File: src/rtl/arbitro_rr_pkg.sv
// Shared definitions for the round-robin input arbiter / output router.
// State encodings and the position of the destination field inside a word.
package arbitro_rr_pkg;

    typedef enum logic [1:0] {
        IDLE   = 2'd0,
        ACTIVE = 2'd1,
        STALL  = 2'd2
    } state_t;

    localparam int NUM_PORTS = 4;
    localparam int DEST_W    = 2;

endpackage

File: src/rtl/arbitro_rr_rr_sel4.sv
// Rotating-priority search over four requests.
// The search starts at ptr and wraps around modulo 4.
module rr_sel4
    import arbitro_rr_pkg::*;
(
    input  logic [3:0] req,
    input  logic [1:0] ptr,
    output logic [3:0] gnt,
    output logic [1:0] gnt_idx
);

    logic       found;
    logic [1:0] idx;

    // The first requester at or after ptr wins; 2-bit index arithmetic wraps naturally.
    always_comb begin
        gnt     = '0;
        gnt_idx = ptr;
        found   = 1'b0;
        idx     = ptr;
        for (int k = 0; k < NUM_PORTS; k++) begin
            idx = ptr + 2'(k);
            if (!found && req[idx]) begin
                found     = 1'b1;
                gnt[idx]  = 1'b1;
                gnt_idx   = idx;
            end
        end
    end

endmodule

File: src/rtl/arbitro_rr.sv
// Round-robin arbiter popping the input FIFOs and routing each word, one cycle
// later, to the output FIFO named by its destination field.
module arbitro_rr
    import arbitro_rr_pkg::*;
#(
    parameter int BUS_SIZE  = 6,
    parameter int CNT_WIDTH = 8
) (
    input  logic                 clk,
    input  logic                 reset,
    input  logic [3:0]           empty_in,
    input  logic [3:0]           valid_in,
    input  logic [BUS_SIZE-1:0]  data_in0,
    input  logic [BUS_SIZE-1:0]  data_in1,
    input  logic [BUS_SIZE-1:0]  data_in2,
    input  logic [BUS_SIZE-1:0]  data_in3,
    input  logic [3:0]           pause_out,
    input  logic [3:0]           continua_out,
    output logic [3:0]           pop,
    output logic [3:0]           push,
    output logic [BUS_SIZE-1:0]  data_out,
    output logic                 valid_out,
    output logic [1:0]           state,
    output logic [CNT_WIDTH-1:0] fwd_cnt,
    output logic [CNT_WIDTH-1:0] drop_cnt
);

    state_t              cur_state, nxt_state;
    logic [1:0]          gnt_ptr;
    logic [1:0]          sel_d;
    logic                pop_d;
    logic [3:0]          gnt;
    logic [1:0]          gnt_idx;
    logic                stall_now;
    logic                resume;
    logic                all_empty;
    logic [BUS_SIZE-1:0] word;
    logic                word_valid;
    logic [DEST_W-1:0]   dest;

    assign stall_now = |pause_out;
    assign resume    = (&continua_out) & ~stall_now;
    assign all_empty = &empty_in;
    assign state     = cur_state;

    rr_sel4 u_sel (
        .req     (~empty_in),
        .ptr     (gnt_ptr),
        .gnt     (gnt),
        .gnt_idx (gnt_idx)
    );

    always_ff @(posedge clk) begin
        if (reset) begin
            cur_state <= IDLE;
        end else begin
            cur_state <= nxt_state;
        end
    end

    // STALL never falls back to IDLE directly; it always resumes through ACTIVE.
    always_comb begin
        nxt_state = cur_state;
        pop       = '0;
        case (cur_state)
            IDLE: begin
                if (stall_now)       nxt_state = STALL;
                else if (!all_empty) nxt_state = ACTIVE;
            end
            ACTIVE: begin
                if (stall_now) begin
                    nxt_state = STALL;
                end else begin
                    pop = gnt;
                    if (all_empty) nxt_state = IDLE;
                end
            end
            STALL: begin
                if (resume) nxt_state = ACTIVE;
            end
            default: nxt_state = IDLE;
        endcase
    end

    always_ff @(posedge clk) begin
        if (reset) begin
            gnt_ptr <= '0;
            pop_d   <= 1'b0;
            sel_d   <= '0;
        end else begin
            pop_d <= |pop;
            if (|pop) begin
                gnt_ptr <= gnt_idx + 2'd1;
                sel_d   <= gnt_idx;
            end
        end
    end

    always_comb begin
        word       = data_in0;
        word_valid = valid_in[sel_d];
        case (sel_d)
            2'd0:    word = data_in0;
            2'd1:    word = data_in1;
            2'd2:    word = data_in2;
            default: word = data_in3;
        endcase
    end

    assign dest = word[BUS_SIZE-1 -: DEST_W];

    // A word popped last cycle is routed now regardless of any new pause.
    always_comb begin
        push      = '0;
        data_out  = '0;
        valid_out = 1'b0;
        if (pop_d && word_valid) begin
            push[dest] = 1'b1;
            data_out   = word;
            valid_out  = 1'b1;
        end
    end

    always_ff @(posedge clk) begin
        if (reset) begin
            fwd_cnt  <= '0;
            drop_cnt <= '0;
        end else if (pop_d) begin
            if (word_valid) fwd_cnt  <= fwd_cnt + 1'b1;
            else            drop_cnt <= drop_cnt + 1'b1;
        end
    end

endmodule

File: config.mk
export PLATFORM = sky130hd
export DESIGN_NAME = arbitro_rr
export DESIGN_NICKNAME = d
export VERILOG_FILES = /design/src/rtl/arbitro_rr_pkg.sv /design/src/rtl/arbitro_rr_rr_sel4.sv /design/src/rtl/arbitro_rr.sv
export SDC_FILE = /design/constraint.sdc
export NUM_CORES = 1
export LEC_CHECK = 0
export BUFFER_PORTS_ARGS = -buffer_cell sky130_fd_sc_hd__buf_2
export CAP_MARGIN = 20
export CORE_ASPECT_RATIO = 0.5
export CORE_UTILIZATION = 49
export CTS_CLUSTER_DIAMETER = 50
export DETAILED_ROUTE_END_ITERATION = 12
export PLACE_DENSITY = 0.81
export SLEW_MARGIN = 20
export SYNTH_ARGS = -nofsm -noshare
export SYNTH_HDL_FRONTEND = slang
export SYNTH_SLANG_ARGS = --single-unit
File: constraint.sdc
create_clock -name clk -period 3.15 [get_ports clk]
set_input_delay 0.315 -clock clk [delete_from_list [all_inputs] [get_ports clk]]
set_output_delay 0.315 -clock clk [all_outputs]
set_load 0.02 [all_outputs]
# --- Word-level counts from Yosys, hierarchy flattened ---
# Index checks and enable logic that the tools add are counted.
# W data, S select, Z words.
classes:
  add_sub_neg: 6
  n_bitwise: 7
  muxes: 42
  n_lt_le_gt_ge: 11
  eq_ne: 7
  reduce_logical: 21
ops:
  columns: ["cell", "n"]
  rows:
  - ["$mux W4", 7]
  - ["$lt A2 B3 Y1 const B", 6]
  - ["$pmux W6 S3", 1]
  - ["$add A8 B1 Y8 const B", 2]
  - ["$mux W2", 8]
  - ["$mux W1", 14]
  - ["$or A4 B4 Y4", 3]
  - ["$bmux W1 S2", 5]
  - ["$demux W1 S2", 5]
  - ["$ge A2 B1 Y1 const B", 5]
  - ["$logic_and A1 B1 Y1", 9]
  - ["$reduce_and A4 Y1", 2]
  - ["$reduce_or A4 Y1", 2]
  - ["$mux W6", 1]
  - ["$ne A3 B3 Y1 const B", 2]
  - ["$pmux W2 S3", 1]
  - ["$add A2 B1 Y2 const B", 2]
  - ["$add A2 B2 Y2 const B", 2]
  - ["$eq A2 B1 Y1 const B", 2]
  - ["$eq A2 B2 Y1 const B", 2]
  - ["$logic_not A2 Y1", 2]
  - ["$not A4 Y4", 1]
  - ["$reduce_and A2 Y1", 2]
  - ["$logic_not A1 Y1", 3]
  - ["other kinds (4)", 5]
word_totals:
  output_inout_bits: 33
  input_bits: 42
  regBits: 23
  word_cells: 100

# --- Logic depth before layout (Yosys ltp) ---
# Gate-level depths: netlist of run 1.
depth:
  depth_word: 16
  depth_mapped: 11

# --- By module ---
# Synthesis of run 1 repeated with hierarchy kept, for this count alone.
unflattened:
  hier_cells: 200
  hier_area_um2: 1800.5
modules_own_cells:
  columns: ["mod", "area_each_um2", "instances", "cells_each"]
  rows:
  - ["arbitro_rr", 1365.1, 1, 149]
  - ["rr_sel4", 435.4, 1, 51]

# --- Worst setup path before layout of run 1 ---
# OpenSTA, ideal clock, no wires.
synth_timing:
  kind: "flip-flop to output port"
  start: "register gnt_ptr[0]"
  end: "output pop[0]"
  path_stages_with_launch: 11
  arrival_ns: 2.478
  slack_ns: 0.357
  cell_sequence: "dfxtp_1 > buf_2 > inv_2 > ha_1 > clkbuf_1 > or3b_1 > a21oi_1 > or2_1 > buf_2 > nand2_1 > a21oi_1"
synth_via:
  elab_chain_len: 14
synth_lines:
  columns: ["element", "line_no", "rtl"]
  rows:
  - ["from (decl)", "arbitro_rr.sv:29", "logic [1:0] gnt_ptr;"]
  - ["from (signal assigned)", "arbitro_rr.sv:93", "gnt_ptr <= gnt_idx + 2'd1;"]
  - ["branches (longest 11 deep; another with $lt A2 B3 Y1)", null, null]
  - ["$mux W4 (*)", "arbitro_rr_rr_sel4.sv:23", "if (!found && req[idx]) begin"]
  - ["$mux W4 (*)", "arbitro_rr.sv:71", "if (stall_now) begin"]
  - ["$mux W4 (*)", "arbitro_rr.sv:65", "case (cur_state)"]
  - ["to (decl)", "arbitro_rr.sv:19", "output logic [3:0] pop,"]
# Mark *: on every way between the ends. The select of a mux whose other input is x is not followed.

# --- Worst setup path in the final report of run 1 ---
layout_timing:
  start: "register gnt_ptr[1]"
  end: "output pop[1]"
# Same word-level chain as after synthesis.

==> metrics.txt, run 1 <==
# TYPE chip_impl_metric gauge
chip_impl_info{name="run_status",value="complete, no violations"} 1
chip_impl_metric{name="period_needed",unit="ns"} 2.78
chip_impl_info{name="critical_path.most_common_cell",value="sky130_fd_sc_hd__a21oi_1"} 1
chip_impl_metric{name="fillers",unit=""} 320
chip_impl_info{name="rsz0062_at_grt",value="no"} 1
chip_impl_metric{name="layout-area-overhead-vs-synth",unit="%"} 22.8
chip_impl_info{name="worst_hold_path_type",value="in2reg"} 1
chip_impl_metric{name="drt_total_wl",unit="µm"} 4460
chip_impl_metric{name="clock_sinks",unit=""} 23
chip_impl_metric{name="fin_worst_skew",unit="ns"} 0.00129
chip_impl_metric{name="peakVddDrop",unit="mV"} 0.158
chip_impl_metric{name="grt_first_pass_wirelength",unit="µm"} 7180
chip_impl_metric{name="hold_violations",unit=""} 0
chip_impl_metric{name="clockBufferDepth",unit=""} 2
chip_impl_metric{name="postSynthNetCount",unit=""} 272
chip_impl_metric{name="timing.fmax",unit="MHz"} 359
chip_impl_metric{name="syn-mean-instance-area",unit="µm²"} 8.58
chip_impl_metric{name="netlist-cell-type-count",unit=""} 54
chip_impl_info{name="final_common_cell",value="sky130_fd_sc_hd__buf_2"} 1
chip_impl_metric{name="cts_max_level",unit=""} 1
chip_impl_metric{name="share_of_the_synthesized_area_in_the_top_cell_type",unit="%"} 24.4
chip_impl_metric{name="leakage",unit="µW"} 0.00108
chip_impl_metric{name="place.detailed.hpwl",unit="µm"} 3560
chip_impl_metric{name="ff_latch_count_synth",unit=""} 23
chip_impl_metric{name="die_y",unit="µm"} 45.9
chip_impl_info{name="cts_tree",value="built"} 1
chip_impl_metric{name="number_of_global_route_vias_before_repair",unit=""} 1674
chip_impl_metric{name="synth_enable_flop_cells",unit=""} 0
chip_impl_metric{name="global_route.usage.total",unit="%"} 21.6
chip_impl_metric{name="antenna_found_initial",unit=""} 0
chip_impl_metric{name="worstSkewPairLatency",unit="ns"} 0.26
chip_impl_info{name="worstSetupPathType",value="reg2out"} 1
chip_impl_metric{name="layout_worst_path_cycle_share",unit="%"} 88.3
chip_impl_metric{name="proportion_of_synthesized_chip_area_in_sequential_cells",unit="%"} 24.4
chip_impl_metric{name="p_sw_share",unit="%"} 24.4
chip_impl_metric{name="largest_fanout_on_the_critical_path",unit=""} 11
chip_impl_metric{name="pin_count",unit=""} 75
chip_impl_metric{name="cts_made_buffers",unit=""} 3
chip_impl_metric{name="place_ws",unit="ns"} 0.590
chip_impl_metric{name="synth_warnings",unit=""} 0
chip_impl_info{name="critical_path.cell_chain",value="inv_1 -> ha_1 -> or3b_1 -> a21oi_1 -> or2_1 -> nand2_1 -> a21oi_1 -> buf_2"} 1
chip_impl_metric{name="synth.cell_area",unit="mm²"} 0.00189
chip_impl_metric{name="die_area",unit="mm²"} 0.00412
chip_impl_metric{name="place.gp.congestion",unit=""} 0.934
chip_impl_metric{name="setup_total_negative_slack",unit="ns"} 0
chip_impl_metric{name="total_of_buffers_placed_on_input_and_output_ports",unit=""} 74
chip_impl_info{name="synthTopCellsByArea",value="sky130_fd_sc_hd__dfxtp_1 24%, sky130_fd_sc_hd__mux4_2 12%, sky130_fd_sc_hd__ha_1 6.6%"} 1
chip_impl_metric{name="crit_path_max_incr_delay",unit="ns"} 0.42
chip_impl_metric{name="initial_core_util",unit="%"} 52.9
chip_impl_metric{name="p_switching",unit="µW"} 137
chip_impl_metric{name="drc",unit=""} 0
chip_impl_info{name="final_cell_mix",value="74 x sky130_fd_sc_hd__buf_2, 23 x sky130_fd_sc_hd__dfxtp_1, 22 x sky130_fd_sc_hd__nor2_1"} 1
chip_impl_metric{name="async_reset_ff_share",unit="%"} 0
chip_impl_metric{name="required",unit="ns"} 2.83
chip_impl_metric{name="finalSetupViolCount",unit=""} 0
chip_impl_metric{name="pwr-share-clk",unit="%"} 31.3
chip_impl_metric{name="relSlewSlack",unit="%"} 68.3
chip_impl_metric{name="drt_iter0_markers",unit=""} 37
chip_impl_metric{name="detailroute.via_count",unit=""} 1848
chip_impl_metric{name="antenna_violating_nets_post_route",unit=""} 0
chip_impl_metric{name="p_per_area",unit="mW/mm²"} 242
chip_impl_metric{name="detail_route.first_pass.iterations",unit=""} 4
chip_impl_info{name="ys.flop_type",value="sky130_fd_sc_hd__dfxtp_1"} 1
chip_impl_metric{name="wire_per_inst",unit="µm"} 13.2
chip_impl_metric{name="post_route_cells_drive_above_1_share",unit="%"} 34.5
chip_impl_metric{name="maxCapViolCount",unit=""} 0
chip_impl_info{name="nature_of_the_critical_path_endpoint",value="output port"} 1
chip_impl_info{name="worst_setup_path_start_kind",value="flip-flop"} 1
chip_impl_metric{name="path_clk_slew",unit="ns"} 0.08
chip_impl_metric{name="fp.coreArea",unit="mm²"} 0.00357
chip_impl_metric{name="grt_max_degree",unit=""} 24
chip_impl_info{name="slowest_stage",value="sky130_fd_sc_hd__ha_1"} 1
chip_impl_info{name="synth_area_leader_cell",value="sky130_fd_sc_hd__dfxtp_1"} 1
chip_impl_metric{name="die_w",unit="µm"} 89.8
chip_impl_metric{name="max_slew.worst_pin.slew",unit="ns"} 0.472
chip_impl_metric{name="mapped_cells",unit=""} 220
chip_impl_metric{name="cts_resized",unit=""} 0
chip_impl_metric{name="diodes",unit=""} 0
chip_impl_metric{name="nets",unit=""} 340
chip_impl_metric{name="power_frac_comb",unit="%"} 16.5
chip_impl_metric{name="crit_arrival",unit="ns"} 2.47
chip_impl_metric{name="detail_route.vias_per_cell",unit=""} 5.47
chip_impl_info{name="root_buffer",value="sky130_fd_sc_hd__clkbuf_8"} 1
chip_impl_metric{name="power",unit="µW"} 561
chip_impl_metric{name="grt_overflow_total",unit=""} 0
chip_impl_metric{name="intPower",unit="µW"} 424
chip_impl_metric{name="drv_slew",unit=""} 0
chip_impl_metric{name="part_of_the_power_in_registers",unit="%"} 52.2
chip_impl_metric{name="placementRows",unit=""} 15
chip_impl_metric{name="postCtsSetupBuffers",unit=""} 0
chip_impl_metric{name="layout_setup_ws",unit="ns"} 0.367
chip_impl_metric{name="postCtsHoldBufs",unit=""} 0
-- power by group through the flow --
stage	registers [µW]	clock network [µW]	logic, µW
global placement	299	0	88.7
detailed placement	299	0	91.5
finish	293	176	92.4
floorplan	301	0	54.7
global route	293	196	101
CTS	293	179	91.6
-- critical path, delay by kind of cell (launching register included) --
kind / cells / cell delay, ns
fa+ha+maj: 1 / 0.42
compound gates: 2 / 0.40
buf+inv: 2 / 0.31
simple gates: 3 / 0.74
flops: 1 / 0.35
-- state kept, by name (all words and copies together) (netlist names) --
name	cells
sel_d	2
pop_d	1
fwd_cnt	8
gnt_ptr	2
state	2
drop_cnt	8
-- routing by layer --
layer,track usage [%],share of wire (%),vias to the layer above
li1,-,-,934
met1,24.8,47,872
met2,43.7,50,38
met3,3.33,2.5,4
met4,6.23,0.85,0
met5,0,0,-
-- through the flow --
stage | hold slack [ns] | utilization [%] | std cells | cell area, µm²
floorplan | 0.484 | - | 220 | 1890
global placement | 0.490 | 63.7 | 334 | 2270
detailed placement | 0.492 | 63.7 | 334 | 2270
CTS | 0.339 | 65.0 | 338 | 2320
global route | 0.337 | 65.0 | 338 | 2320
finish | 0.340 | 65.0 | 338 | 2320
-- path summary, 6_finish.rpt --
| check | start | endpoint | slack [ns] | cells after the start |
|---|---|---|---|---|
| max | gnt_ptr[1] | pop[1] | 0.37 | 8 |
| min | pause_out[2] | state[0] | 0.34 | 3 |
| max reg2reg | gnt_ptr[1] | sel_d[0] | 0.48 | 8 |
| min reg2reg | state[0] | state[1] | 0.51 | 1 |
-- kinds of logic (layout without fill, tap and decap cells) --
logic type / count (synthesis) / after routing / synth area share (%)
buf+inv: 25 / 92 / 6.03
mux: 14 / 14 / 14.3
compound gates: 43 / 43 / 15.8
flops: 23 / 23 / 24.4
xor+xnor: 15 / 15 / 6.96
fa+ha+maj: 10 / 10 / 6.63
simple gates: 90 / 90 / 25.8
-- synthesized netlist by cell type, drive strengths merged, types with 5 or more instances --
master,instances
and3,10
clkbuf,6
o21ai,13
nand3,5
ha,10
xor2,11
nor2b,6
nand4,9
nand2,16
mux4,10
buf,8
a21oi,11
nor2,22
dfxtp,23
inv,11
-- cell type report --
cell class	instances	area, µm²	share of cell area, %
clock buffer	3	41.3	1.78
clock inverter	1	5.00	0.216
inverter	11	41.3	1.78
multi-input combinational	172	1310	56.7
sequential	23	460	19.9
tap	51	63.8	2.75
timing repair buffer	77	393	16.9
Note: power is estimated with default switching activity, not from simulation.
==> run 2: changes to the inputs <==
Settings changed: CORE_UTILIZATION 49 to 53, PLACE_DENSITY 0.81 to 0.86.
Clock period 3.15 ns to 3.3 ns, I/O delays scaled along.
==> run 2 against run 1 <==
  * Routed wire length rose by 2.2%
  * Setup slack improved by 0.16 ns
  * Hold slack improved by 0.014 ns
  * Clock skew rose by 0.0010 ns
  * Critical path type unchanged
  * Largest power group unchanged
==> metrics.txt, run 2 (synthesis gave the netlist of run 1 again) <==
# TYPE chip_impl_metric gauge
chip_impl_metric{name="placementRows",unit=""} 14
chip_impl_metric{name="crit_path_max_incr_delay",unit="ns"} 0.42
chip_impl_metric{name="postCtsHoldBufs",unit=""} 0
chip_impl_metric{name="fp.coreArea",unit="mm²"} 0.00319
chip_impl_info{name="reg_top3",value="drop_cnt: 8 flops, fwd_cnt: 8 flops"} 1
chip_impl_metric{name="intPower",unit="µW"} 405
chip_impl_metric{name="largest_fanout_on_the_critical_path",unit=""} 11
chip_impl_metric{name="sequential_cell_area",unit="µm²"} 460
chip_impl_metric{name="post_route_cells_drive_above_1_share",unit="%"} 34.3
chip_impl_metric{name="initial_core_util",unit="%"} 59.2
chip_impl_info{name="rsz0062_at_grt",value="no"} 1
chip_impl_metric{name="p_sw_share",unit="%"} 25.6
chip_impl_metric{name="die_w",unit="µm"} 86.4
chip_impl_metric{name="required",unit="ns"} 2.97
chip_impl_metric{name="fillers",unit=""} 266
chip_impl_metric{name="number_of_global_route_vias_before_repair",unit=""} 1593
chip_impl_metric{name="nets",unit=""} 339
chip_impl_metric{name="drt_total_wl",unit="µm"} 4560
chip_impl_metric{name="final_cell_count_no_fill",unit=""} 334
chip_impl_metric{name="antenna_violating_nets_post_route",unit=""} 0
chip_impl_metric{name="drv_slew",unit=""} 0
chip_impl_metric{name="wire_per_inst",unit="µm"} 13.7
chip_impl_metric{name="setup_total_negative_slack",unit="ns"} 0
chip_impl_metric{name="leakage",unit="µW"} 0.00107
chip_impl_metric{name="grt_first_pass_wirelength",unit="µm"} 7160
chip_impl_metric{name="antenna_found_initial",unit=""} 0
chip_impl_metric{name="clockBufferDepth",unit=""} 2
chip_impl_metric{name="max_slew.worst_pin.slew",unit="ns"} 0.552
chip_impl_info{name="run_status",value="complete, no violations"} 1
chip_impl_metric{name="path_clk_slew",unit="ns"} 0.08
chip_impl_metric{name="power_frac_comb",unit="%"} 16.3
chip_impl_metric{name="maxCapViolCount",unit=""} 0
chip_impl_info{name="critical_path.most_common_cell",value="sky130_fd_sc_hd__a21oi_1"} 1
chip_impl_metric{name="drt_iter0_markers",unit=""} 53
chip_impl_metric{name="place.gp.congestion",unit=""} 0.898
chip_impl_info{name="root_buffer",value="sky130_fd_sc_hd__clkbuf_8"} 1
chip_impl_info{name="worst_hold_path_type",value="in2reg"} 1
chip_impl_info{name="worstSetupPathType",value="reg2out"} 1
chip_impl_info{name="final_cell_mix",value="74 x sky130_fd_sc_hd__buf_2, 23 x sky130_fd_sc_hd__dfxtp_1, 22 x sky130_fd_sc_hd__nor2_1"} 1
chip_impl_metric{name="diodes",unit=""} 0
chip_impl_metric{name="dp_cells",unit=""} 330
chip_impl_metric{name="place.detailed.hpwl",unit="µm"} 3540
chip_impl_metric{name="clock_sinks",unit=""} 23
chip_impl_metric{name="cts_max_level",unit=""} 1
chip_impl_metric{name="layout_worst_path_cycle_share",unit="%"} 83.9
chip_impl_metric{name="postCtsSetupBuffers",unit=""} 0
chip_impl_metric{name="finalSetupViolCount",unit=""} 0
chip_impl_metric{name="total_of_buffers_placed_on_input_and_output_ports",unit=""} 74
chip_impl_metric{name="worstSkewPairLatency",unit="ns"} 0.26
chip_impl_metric{name="hold_violations",unit=""} 0
chip_impl_metric{name="detailroute.via_count",unit=""} 1862
chip_impl_metric{name="multi_input_area",unit="mm²"} 0.00131
chip_impl_metric{name="grt_max_degree",unit=""} 24
chip_impl_metric{name="detail_route.first_pass.iterations",unit=""} 4
chip_impl_metric{name="p_switching",unit="µW"} 139
chip_impl_metric{name="layout-area-overhead-vs-synth",unit="%"} 22.2
chip_impl_metric{name="cts_made_buffers",unit=""} 3
chip_impl_metric{name="part_of_the_power_in_registers",unit="%"} 51.4
chip_impl_metric{name="cts_resized",unit=""} 0
chip_impl_info{name="critical_path.cell_chain",value="inv_1 -> ha_1 -> or3b_1 -> a21oi_1 -> or2_1 -> nand2_1 -> a21oi_1 -> buf_2"} 1
chip_impl_info{name="worst_setup_path_start_kind",value="flip-flop"} 1
chip_impl_metric{name="drc",unit=""} 0
chip_impl_metric{name="die_y",unit="µm"} 44.2
chip_impl_metric{name="die_area",unit="mm²"} 0.00382
chip_impl_metric{name="fin_worst_skew",unit="ns"} 0.00231
chip_impl_metric{name="pwr-share-clk",unit="%"} 32.3
chip_impl_metric{name="grt_overflow_total",unit=""} 0
chip_impl_metric{name="crit_arrival",unit="ns"} 2.44
chip_impl_metric{name="global_route.usage.total",unit="%"} 24.3
chip_impl_metric{name="detail_route.vias_per_cell",unit=""} 5.57
chip_impl_metric{name="pin_count",unit=""} 75
chip_impl_info{name="cts_tree",value="built"} 1
chip_impl_metric{name="p_per_area",unit="mW/mm²"} 236
chip_impl_metric{name="peakVddDrop",unit="mV"} 0.167
chip_impl_metric{name="relSlewSlack",unit="%"} 62.8
chip_impl_info{name="nature_of_the_critical_path_endpoint",value="output port"} 1
chip_impl_info{name="slowest_stage",value="sky130_fd_sc_hd__ha_1"} 1
chip_impl_info{name="final_common_cell",value="sky130_fd_sc_hd__buf_2"} 1
chip_impl_metric{name="period_needed",unit="ns"} 2.77
chip_impl_metric{name="timing.fmax",unit="MHz"} 361
run 2: cell count changes in the layout (fill, tap and decap cells not counted), sizes merged:
cell,before,now
buf,77,76
run 2: cell type report:
class | instances | area share [%]
multi-input combinational | 172 | 56.9
sequential | 23 | 20.0
timing repair buffer | 76 | 16.7
tap | 48 | 2.60
clock buffer | 3 | 1.79
inverter | 11 | 1.79
clock inverter | 1 | 0.217
run 2: final timing paths:
check	start	slack (ns)	to	cells after the start
worst max-delay path	gnt_ptr[1]	0.53	pop[0]	8
worst min-delay path	pause_out[2]	0.35	state[0]	3
worst max register to register	gnt_ptr[1]	0.66	sel_d[0]	8
worst min register to register	drop_cnt[7]	0.52	drop_cnt[7]	2
run 2: per-stage QoR:
step / area (µm²) / setup WS [ns] / utilization (%) / hold slack [ns] / power [µW]
2_1_floorplan: 1890 / 0.492 / - / 0.499 / 339
3_3_place_gp: 2260 / 0.864 / 70.9 / 0.487 / 371
3_5_place_dp: 2260 / 0.733 / 70.9 / 0.495 / 374
4_1_cts: 2310 / 0.558 / 72.4 / 0.355 / 547
5_1_grt: 2310 / 0.351 / 72.4 / 0.347 / 573
6_report: 2310 / 0.530 / 72.4 / 0.354 / 544
run 2: power groups by stage:
| stage | Sequential [µW] | Clock, µW | Combinational [µW] |
|---|---|---|---|
| 6_report | 279 | 176 | 88.9 |
| 5_1_grt | 280 | 195 | 97.5 |
| 4_1_cts | 279 | 179 | 87.9 |
| 3_5_place_dp | 286 | 0 | 87.8 |
| 3_3_place_gp | 286 | 0 | 84.8 |
| 2_1_floorplan | 287 | 0 | 52.2 |
run 2: worst max-delay path, delay by kind of cell (launching register included):
kind	cells	cell delay, ns
buffers and inverters	2	0.31
and+or+nand+nor	3	0.74
AOI/OAI and AO/OA	2	0.36
adders and majority gates	1	0.42
DFF	1	0.35
run 2: layer usage:
metal | global-route usage [%] | wire length (µm) | vias to the layer above
met2 | 44.0 | 2330 | 41
met4 | 5.00 | 14 | 0
met3 | 5.60 | 147 | 2
met5 | 0 | 0 | -
li1 | - | - | 936
met1 | 30.4 | 2070 | 883
